<file path="config.mk">
export PLATFORM = sky130hd
export DESIGN_NAME = plic_target_arbiter_flat
export DESIGN_NICKNAME = d
export VERILOG_FILES = /design/src/rtl/plic_target_arbiter_pkg.sv /design/src/rtl/plic_target_arbiter_if.sv /design/src/rtl/plic_target_arbiter_prio_tree.sv /design/src/rtl/plic_target_arbiter.sv /design/src/flat_wrapper.sv
export SDC_FILE = /design/constraint.sdc
export NUM_CORES = 1
export LEC_CHECK = 0
export BUFFER_PORTS_ARGS = -buffer_cell sky130_fd_sc_hd__buf_2
export CORE_MARGIN = 2
export CORE_UTILIZATION = 25
export CTS_CLUSTER_DIAMETER = 150
export CTS_CLUSTER_SIZE = 20
export DETAILED_ROUTE_END_ITERATION = 6
export GPL_TIMING_DRIVEN = 0
export PLACE_DENSITY = 0.44
export SYNTH_ARGS = -nofsm -noshare
export SYNTH_HDL_FRONTEND = slang
export SYNTH_SLANG_ARGS = --single-unit
export TNS_END_PERCENT = 20
</file>
<file path="constraint.sdc">
create_clock -name clock -period 11.65 [get_ports clock]
set_input_delay 1.7475 -clock clock [delete_from_list [all_inputs] [get_ports clock]]
set_output_delay 1.7475 -clock clock [all_outputs]
set_load 0.1 [all_outputs]
</file>
<file path="src/rtl/plic_target_arbiter_pkg.sv">
// Shared types and helpers for the PLIC target arbiter.
// The best-candidate struct is sized from the package defaults. Modules that
// use it are meant to be built with those same N_SRC/PRIO_W values.
package plic_pkg;

  // ID width that holds 0 ("no interrupt") plus IDs 1..n.
  function automatic int id_w(input int n);
    return $clog2(n + 1);
  endfunction

  localparam int NO_IRQ_ID   = 0;
  localparam int PLIC_N_SRC  = 31;
  localparam int PLIC_PRIO_W = 3;
  localparam int PLIC_ID_W   = id_w(PLIC_N_SRC);

  typedef struct packed {
    logic [PLIC_ID_W-1:0]   id;
    logic [PLIC_PRIO_W-1:0] prio;
    logic                   valid;
  } plic_best_t;

endpackage

</file>
<file path="src/rtl/plic_target_arbiter_if.sv">
// Gateway handshake, config-write and claim/complete bundle for one hart context.
// The slave modport is the PLIC side. The master modport is the gateway/hart side.
interface plic_target_arbiter_if import plic_pkg::*; #(
  parameter int N_SRC  = PLIC_N_SRC,
  parameter int PRIO_W = PLIC_PRIO_W
) ();
  localparam int ID_W = id_w(N_SRC);

  logic [N_SRC-1:0]  gw_valid;
  logic [N_SRC-1:0]  gw_ready;
  logic [N_SRC-1:0]  gw_complete;
  logic              prio_wen;
  logic [ID_W-1:0]   prio_idx;
  logic [PRIO_W-1:0] prio_wdata;
  logic              en_wen;
  logic [N_SRC-1:0]  en_wdata;
  logic              thr_wen;
  logic [PRIO_W-1:0] thr_wdata;
  logic              claim_req;
  logic [ID_W-1:0]   claim_id;
  logic              complete_valid;
  logic [ID_W-1:0]   complete_id;
  logic              eip;
  logic [N_SRC-1:0]  pending_o;

  modport slave (
    input  gw_valid, prio_wen, prio_idx, prio_wdata, en_wen, en_wdata,
           thr_wen, thr_wdata, claim_req, complete_valid, complete_id,
    output gw_ready, gw_complete, claim_id, eip, pending_o
  );

  modport master (
    output gw_valid, prio_wen, prio_idx, prio_wdata, en_wen, en_wdata,
           thr_wen, thr_wdata, claim_req, complete_valid, complete_id,
    input  gw_ready, gw_complete, claim_id, eip, pending_o
  );
endinterface

</file>
<file path="src/rtl/plic_target_arbiter_prio_tree.sv">
// plic_prio_tree: log-depth max/argmax reduction over {eligible, prio, id}.
// Leaves are ordered by ascending ID and the left operand of each merge holds
// the lower IDs. Equal priorities therefore resolve to the lowest ID.
module plic_prio_tree import plic_pkg::*; #(
  parameter int N_SRC  = PLIC_N_SRC,
  parameter int PRIO_W = PLIC_PRIO_W
) (
  input  logic [N_SRC-1:0]             i_elig,
  input  logic [N_SRC-1:0][PRIO_W-1:0] i_prio,
  output plic_best_t                   o_best
);
  localparam int LVLS   = (N_SRC > 1) ? $clog2(N_SRC) : 0;
  localparam int LEAVES = 1 << LVLS;

  // Right side (higher IDs) wins only on a strictly greater priority.
  function automatic plic_best_t pick(input plic_best_t a, input plic_best_t b);
    if (b.valid && (!a.valid || (b.prio > a.prio))) return b;
    return a;
  endfunction

  // Pairwise reduction, in place. Level l folds LEAVES>>l nodes into half as many.
  always_comb begin : tree
    plic_best_t node [LEAVES];
    for (int i = 0; i < LEAVES; i++) node[i] = '0;
    for (int i = 0; i < N_SRC; i++) begin
      node[i].valid = i_elig[i];
      node[i].prio  = i_prio[i];
      node[i].id    = PLIC_ID_W'(i + 1);
    end
    for (int l = 0; l < LVLS; l++)
      for (int j = 0; j < (LEAVES >> (l + 1)); j++)
        node[j] = pick(node[2*j], node[2*j+1]);
    o_best = node[0];
  end
endmodule

</file>
<file path="src/rtl/plic_target_arbiter.sv">
// plic_target_arbiter: PLIC endpoint for one hart context.
// It latches gateway requests into pending bits and arbitrates the eligible
// sources by priority, with the lowest ID winning a tie. It drives eip against
// the threshold, serves claim/complete, and pulses gw_complete back to the
// originating gateway.
// Optional feature macro PLIC_ARB_PIPE_EN registers the arbitration result
// (best_q). This adds one cycle of eip/claim_id latency. A stale flag blocks
// claims until best_q has caught up.
module plic_target_arbiter import plic_pkg::*; #(
  parameter int N_SRC  = PLIC_N_SRC,
  parameter int PRIO_W = PLIC_PRIO_W
) (
  input  logic                 clock,
  input  logic                 reset_n,
  plic_target_arbiter_if.slave bus
);
  localparam int ID_W = id_w(N_SRC);

  logic [N_SRC-1:0]             r_pend;
  logic [N_SRC-1:0]             r_en;
  logic [N_SRC-1:0]             r_cpl;
  logic [N_SRC-1:0][PRIO_W-1:0] r_prio;
  logic [PRIO_W-1:0]            r_thr;

  logic [N_SRC-1:0] w_elig;
  logic [N_SRC-1:0] w_set;
  logic [N_SRC-1:0] w_clr;
  plic_best_t       w_best;
  plic_best_t       w_sel;
  logic             w_blk;
  logic [ID_W-1:0]  w_claim_id;
  logic             w_claim_fire;

  // A source competes only if it is pending, enabled and has a non-zero priority.
  always_comb begin
    w_elig = '0;
    for (int i = 0; i < N_SRC; i++)
      w_elig[i] = r_pend[i] & r_en[i] & (r_prio[i] != '0);
  end

  plic_prio_tree #(.N_SRC(N_SRC), .PRIO_W(PRIO_W)) u_tree (
    .i_elig (w_elig),
    .i_prio (r_prio),
    .o_best (w_best)
  );

`ifdef PLIC_ARB_PIPE_EN
  plic_best_t r_best_q;
  logic       r_stale;

  // best_q refreshes every cycle. Any event that can change the winner marks
  // it stale for one cycle, so a claim never acts on an out-of-date ID.
  always_ff @(posedge clock or negedge reset_n) begin
    if (!reset_n) begin
      r_best_q <= '0;
      r_stale  <= 1'b0;
    end else begin
      r_best_q <= w_best;
      r_stale  <= w_claim_fire | bus.prio_wen | bus.en_wen | bus.thr_wen | (|w_set);
    end
  end

  assign w_sel = r_best_q;
  assign w_blk = r_stale;
`else
  assign w_sel = w_best;
  assign w_blk = 1'b0;
`endif

  // Threshold gates eip only. claim_id still reports the winner.
  assign w_claim_id   = (w_sel.valid && !w_blk) ? w_sel.id : ID_W'(NO_IRQ_ID);
  assign w_claim_fire = bus.claim_req & (w_claim_id != ID_W'(NO_IRQ_ID));

  // Accept a request only while the source is not pending. A claim clears one bit.
  always_comb begin
    w_set = bus.gw_valid & ~r_pend;
    w_clr = '0;
    for (int i = 0; i < N_SRC; i++)
      w_clr[i] = w_claim_fire & (w_claim_id == ID_W'(i + 1));
  end

  // Pending bits: set by accepted requests and cleared by a successful claim.
  always_ff @(posedge clock or negedge reset_n) begin
    if (!reset_n) r_pend <= '0;
    else          r_pend <= (r_pend & ~w_clr) | w_set;
  end

  // Config registers. Priority writes to ID 0 or beyond N_SRC match no slot.
  always_ff @(posedge clock or negedge reset_n) begin
    if (!reset_n) begin
      r_prio <= '0;
      r_en   <= '0;
      r_thr  <= '0;
    end else begin
      for (int i = 0; i < N_SRC; i++)
        if (bus.prio_wen && (bus.prio_idx == ID_W'(i + 1))) r_prio[i] <= bus.prio_wdata;
      if (bus.en_wen)  r_en  <= bus.en_wdata;
      if (bus.thr_wen) r_thr <= bus.thr_wdata;
    end
  end

  // One-cycle completion pulse to the gateway. Out-of-range IDs decode to nothing.
  always_ff @(posedge clock or negedge reset_n) begin
    if (!reset_n) r_cpl <= '0;
    else
      for (int i = 0; i < N_SRC; i++)
        r_cpl[i] <= bus.complete_valid && (bus.complete_id == ID_W'(i + 1));
  end

  assign bus.gw_ready    = ~r_pend;
  assign bus.gw_complete = r_cpl;
  assign bus.claim_id    = w_claim_id;
  assign bus.eip         = w_sel.valid && (w_sel.prio > r_thr);
  assign bus.pending_o   = r_pend;
endmodule

</file>
<file path="src/flat_wrapper.sv">
// flat-port wrapper written by rule: the top's interface ports become plain ports
module plic_target_arbiter_flat import plic_pkg::*;
#(
  parameter int N_SRC  = PLIC_N_SRC,
  parameter int PRIO_W = PLIC_PRIO_W
)
  (clock, reset_n, bus_gw_valid, bus_prio_wen, bus_prio_idx, bus_prio_wdata, bus_en_wen, bus_en_wdata, bus_thr_wen, bus_thr_wdata, bus_claim_req, bus_complete_valid, bus_complete_id, bus_gw_ready, bus_gw_complete, bus_claim_id, bus_eip, bus_pending_o);
  plic_target_arbiter_if #(.N_SRC(N_SRC), .PRIO_W(PRIO_W)) bus_i ();
  input  logic clock;
  input  logic reset_n;
  input wire logic [$bits(bus_i.gw_valid)-1:0] bus_gw_valid;
  input wire logic [$bits(bus_i.prio_wen)-1:0] bus_prio_wen;
  input wire logic [$bits(bus_i.prio_idx)-1:0] bus_prio_idx;
  input wire logic [$bits(bus_i.prio_wdata)-1:0] bus_prio_wdata;
  input wire logic [$bits(bus_i.en_wen)-1:0] bus_en_wen;
  input wire logic [$bits(bus_i.en_wdata)-1:0] bus_en_wdata;
  input wire logic [$bits(bus_i.thr_wen)-1:0] bus_thr_wen;
  input wire logic [$bits(bus_i.thr_wdata)-1:0] bus_thr_wdata;
  input wire logic [$bits(bus_i.claim_req)-1:0] bus_claim_req;
  input wire logic [$bits(bus_i.complete_valid)-1:0] bus_complete_valid;
  input wire logic [$bits(bus_i.complete_id)-1:0] bus_complete_id;
  output wire logic [$bits(bus_i.gw_ready)-1:0] bus_gw_ready;
  output wire logic [$bits(bus_i.gw_complete)-1:0] bus_gw_complete;
  output wire logic [$bits(bus_i.claim_id)-1:0] bus_claim_id;
  output wire logic [$bits(bus_i.eip)-1:0] bus_eip;
  output wire logic [$bits(bus_i.pending_o)-1:0] bus_pending_o;
  assign bus_i.gw_valid = bus_gw_valid;
  assign bus_i.prio_wen = bus_prio_wen;
  assign bus_i.prio_idx = bus_prio_idx;
  assign bus_i.prio_wdata = bus_prio_wdata;
  assign bus_i.en_wen = bus_en_wen;
  assign bus_i.en_wdata = bus_en_wdata;
  assign bus_i.thr_wen = bus_thr_wen;
  assign bus_i.thr_wdata = bus_thr_wdata;
  assign bus_i.claim_req = bus_claim_req;
  assign bus_i.complete_valid = bus_complete_valid;
  assign bus_i.complete_id = bus_complete_id;
  assign bus_gw_ready = bus_i.gw_ready;
  assign bus_gw_complete = bus_i.gw_complete;
  assign bus_claim_id = bus_i.claim_id;
  assign bus_eip = bus_i.eip;
  assign bus_pending_o = bus_i.pending_o;
  plic_target_arbiter #(.N_SRC(N_SRC), .PRIO_W(PRIO_W)) u_core (.clock(clock), .reset_n(reset_n), .bus(bus_i));
endmodule
</file>
==> impl_metrics.py <==
metrics = {
    "timing": {
        "period_share": 0.947,
        "hold_violations": 0,
        "tns_ns": 0,
        "fmax_mhz": 90.7,
        "relSlewSlack": 0.198,
        "setup-violations-final": 0,
        "worstMarginPinSlew_ns": 1.20,
        "fin_skew_ns": 0.0145,
        "whs_ns": 0.522,
        "slew_violations": 0,
        "post-route-min-period_ns": 11.03,
        "rsz0062_at_grt": "no",
    },
    "synthesis": {
        "synth_edf_count": 0,
        "ys_top_cells_by_area": "dfrtp_1, mux2_2, ha_1, inv_1, mux2i_1",
        "syn-num-nets": 1379,
        "netlist_instances": 1205,
        "synth_top_area_frac": 0.396,
        "synthFlopType": "dfrtp_1",
        "async_flop_share": 1.00,
        "yosysWarnings": 0,
        "synth_most_common_cell": "dfrtp_1",
        "ys_seq_elements": 189,
        "synthTopCellsByCount": "dfrtp_1, inv_1, mux2_2",
        "synth_largest_area_cell": "dfrtp_1",
        "mappedNetlistArea_sq_mm": 0.0119,
        "syn_area_per_cell_sq_um": 9.90,
        "yosysSeqAreaShare": 0.396,
        "synth_cell_type_count": 74,
    },
    "cts": {
        "postCtsHoldBufs": 0,
        "cts_tree": "yes",
        "clockBufferDepth": 2,
        "clkSinkCount": 189,
        "htree_levels": 4,
        "cts_buffers": 17,
        "clk_latency_ns": 0.50,
        "clkSlewWorstSetupHoldPaths_ns": 0.07,
        "clockRootBuffer": "clkbuf_16",
    },
    "worst_setup_path": {
        "critPathLaunchType": "flip-flop",
        "cp.required_ns": 9.90,
        "cp_slowest_stage_delay_ns": 0.43,
        "crit_slowest_cell": "dfrtp_1",
        "cp_max_fo": 10,
        "cpMostUsedCell": "ha_1",
        "cp-end-kind": "output port",
        "path_class": "reg -> out",
        "cp.arrival_ns": 9.28,
    },
    "run_status": {
        "violations": "DRC",
        "status": "finished, violations left",
    },
    "die": {
        "start_util": 0.251,
        "die-area_sq_mm": 0.0495,
        "ios": 184,
        "die_y_um": 222,
        "rows": 80,
        "core_area_sq_mm": 0.0474,
        "die_w_um": 222,
    },
    "worst_hold_path": {
        "hp-class": "reg -> reg",
    },
    "placed_design": {
        "post-place-cells": 2002,
        "dp.final_hpwl_um": 31900,
        "gp_congestion": 0.858,
        "port_buffers": 179,
    },
    "flow_run": {
        "cap_violations": 0,
    },
    "drt": {
        "firstDrtPassIters": 7,
        "final_antenna_net_count": 0,
        "via_count": 9992,
        "drt-total-wl_um": 40700,
        "drc": 5,
        "vias_per_cell": 4.90,
        "detail_route.iter0.violations": 599,
        "wire_per_inst_um": 19.9,
    },
    "cells_and_area": {
        "drive_gt1_frac": 0.271,
        "finalCoreUtilization": 0.304,
        "fin_cells": 2040,
        "areaGrowthSynthToFinish_pct": 20.8,
        "nets": 1583,
    },
    "global_routing": {
        "track_usage": 0.168,
        "grt_pass1_vias": 10000,
        "grt_max_degree": 96,
        "antenna_found_initial": 7,
        "grt_pass1_wl_um": 61600,
        "overflow": 0,
    },
}
-- cells in the final DEF (no fill, tap or decap), types with 11 or more instances in the layout --
master	instances
nor2_1	99
clkbuf_16	17
nor3_1	12
ha_1	89
dfrtp_1	189
inv_1	134
nor2b_1	27
nand2b_1	16
o311a_1	11
and3_1	12
buf_2	178
nand2_1	76
mux2_2	114
a31oi_1	11
a32oi_1	15
nand3_1	25
a21oi_1	48
o21ai_0	66
mux2i_1	43
clkbuf_1	20
o22a_1	14
-- logic make-up after synthesis --
kind of cell | synth area share
AND/OR/NAND/NOR | 0.134
AO/OA/AOI/OAI | 0.178
flip-flops | 0.396
multiplexers | 0.145
buffers and inverters | 0.0499
adder cells (fa/ha/maj) | 0.0960
-- registers in the layout, summed over array words and instances, names as in the netlist --
name                    cells
u_core.r_prio              93
u_core.bus.gw_complete     31
u_core.bus.pending_o       31
u_core.r_en                31
u_core.r_thr                3
-- timing repair --
item | in CTS | in global routing
resized for setup | 0 | 19
setup endpoints to repair | 0 | 5
setup buffers | 0 | 3
-- metal layers --
metal  routed length [um]  global-route usage
met5                   29                   0
met3                 2370              0.0510
met1                18600               0.218
met2                18700               0.265
met4                  990              0.0615
-- worst max-delay path: cells and delay by family (launching register included) --
family / cells / cell delay (ns)
adder cells (fa/ha/maj): 7 / 2.08
AO/OA/AOI/OAI: 19 / 3.16
buffers and inverters: 7 / 1.14
multiplexers: 4 / 1.35
AND/OR/NAND/NOR: 4 / 0.60
flip-flops: 1 / 0.43
-- stage by stage --
| stage | cell area, sq um | setup slack [ns] |
|---|---|---|
| 2_1_floorplan | 11900 | 0.0450 |
| 3_3_place_gp | 13600 | 0.800 |
| 3_5_place_dp | 13700 | 0.712 |
| 4_1_cts | 14300 | 0.0884 |
| 5_1_grt | 14400 | 0.00236 |
| 6_report | 14400 | 0.620 |
-- layout make-up --
class | count | area, sq um
multi-input cells | 858 | 6680
well taps | 615 | 769
clock buffers | 21 | 460
plain buffers | 24 | 95.1
clock inverters | 11 | 180
diodes | 3 | 7.51
inverters | 134 | 503
flip-flops and latches | 189 | 4730
fillers | 5060 | 33000
repair buffers | 185 | 988
-- final timing paths --
kind	start	end	slack [ns]	cells past startpoint
max	u_core.r_prio[8]	bus_eip	0.62	41
min	u_core.r_en[24]	u_core.r_en[24]	0.52	1
max reg2reg	u_core.r_prio[8]	u_core.bus.pending_o[16]	2.57	39
min reg2reg	u_core.r_en[24]	u_core.r_en[24]	0.52	1
max in group asynchronous	reset_n	u_core.bus.gw_complete[22]	9.39	2
min in group asynchronous	reset_n	u_core.bus.pending_o[14]	1.29	1
Power is not shown: default switching activity piles up to over one toggle a cycle in this logic, so the estimate is an artifact.
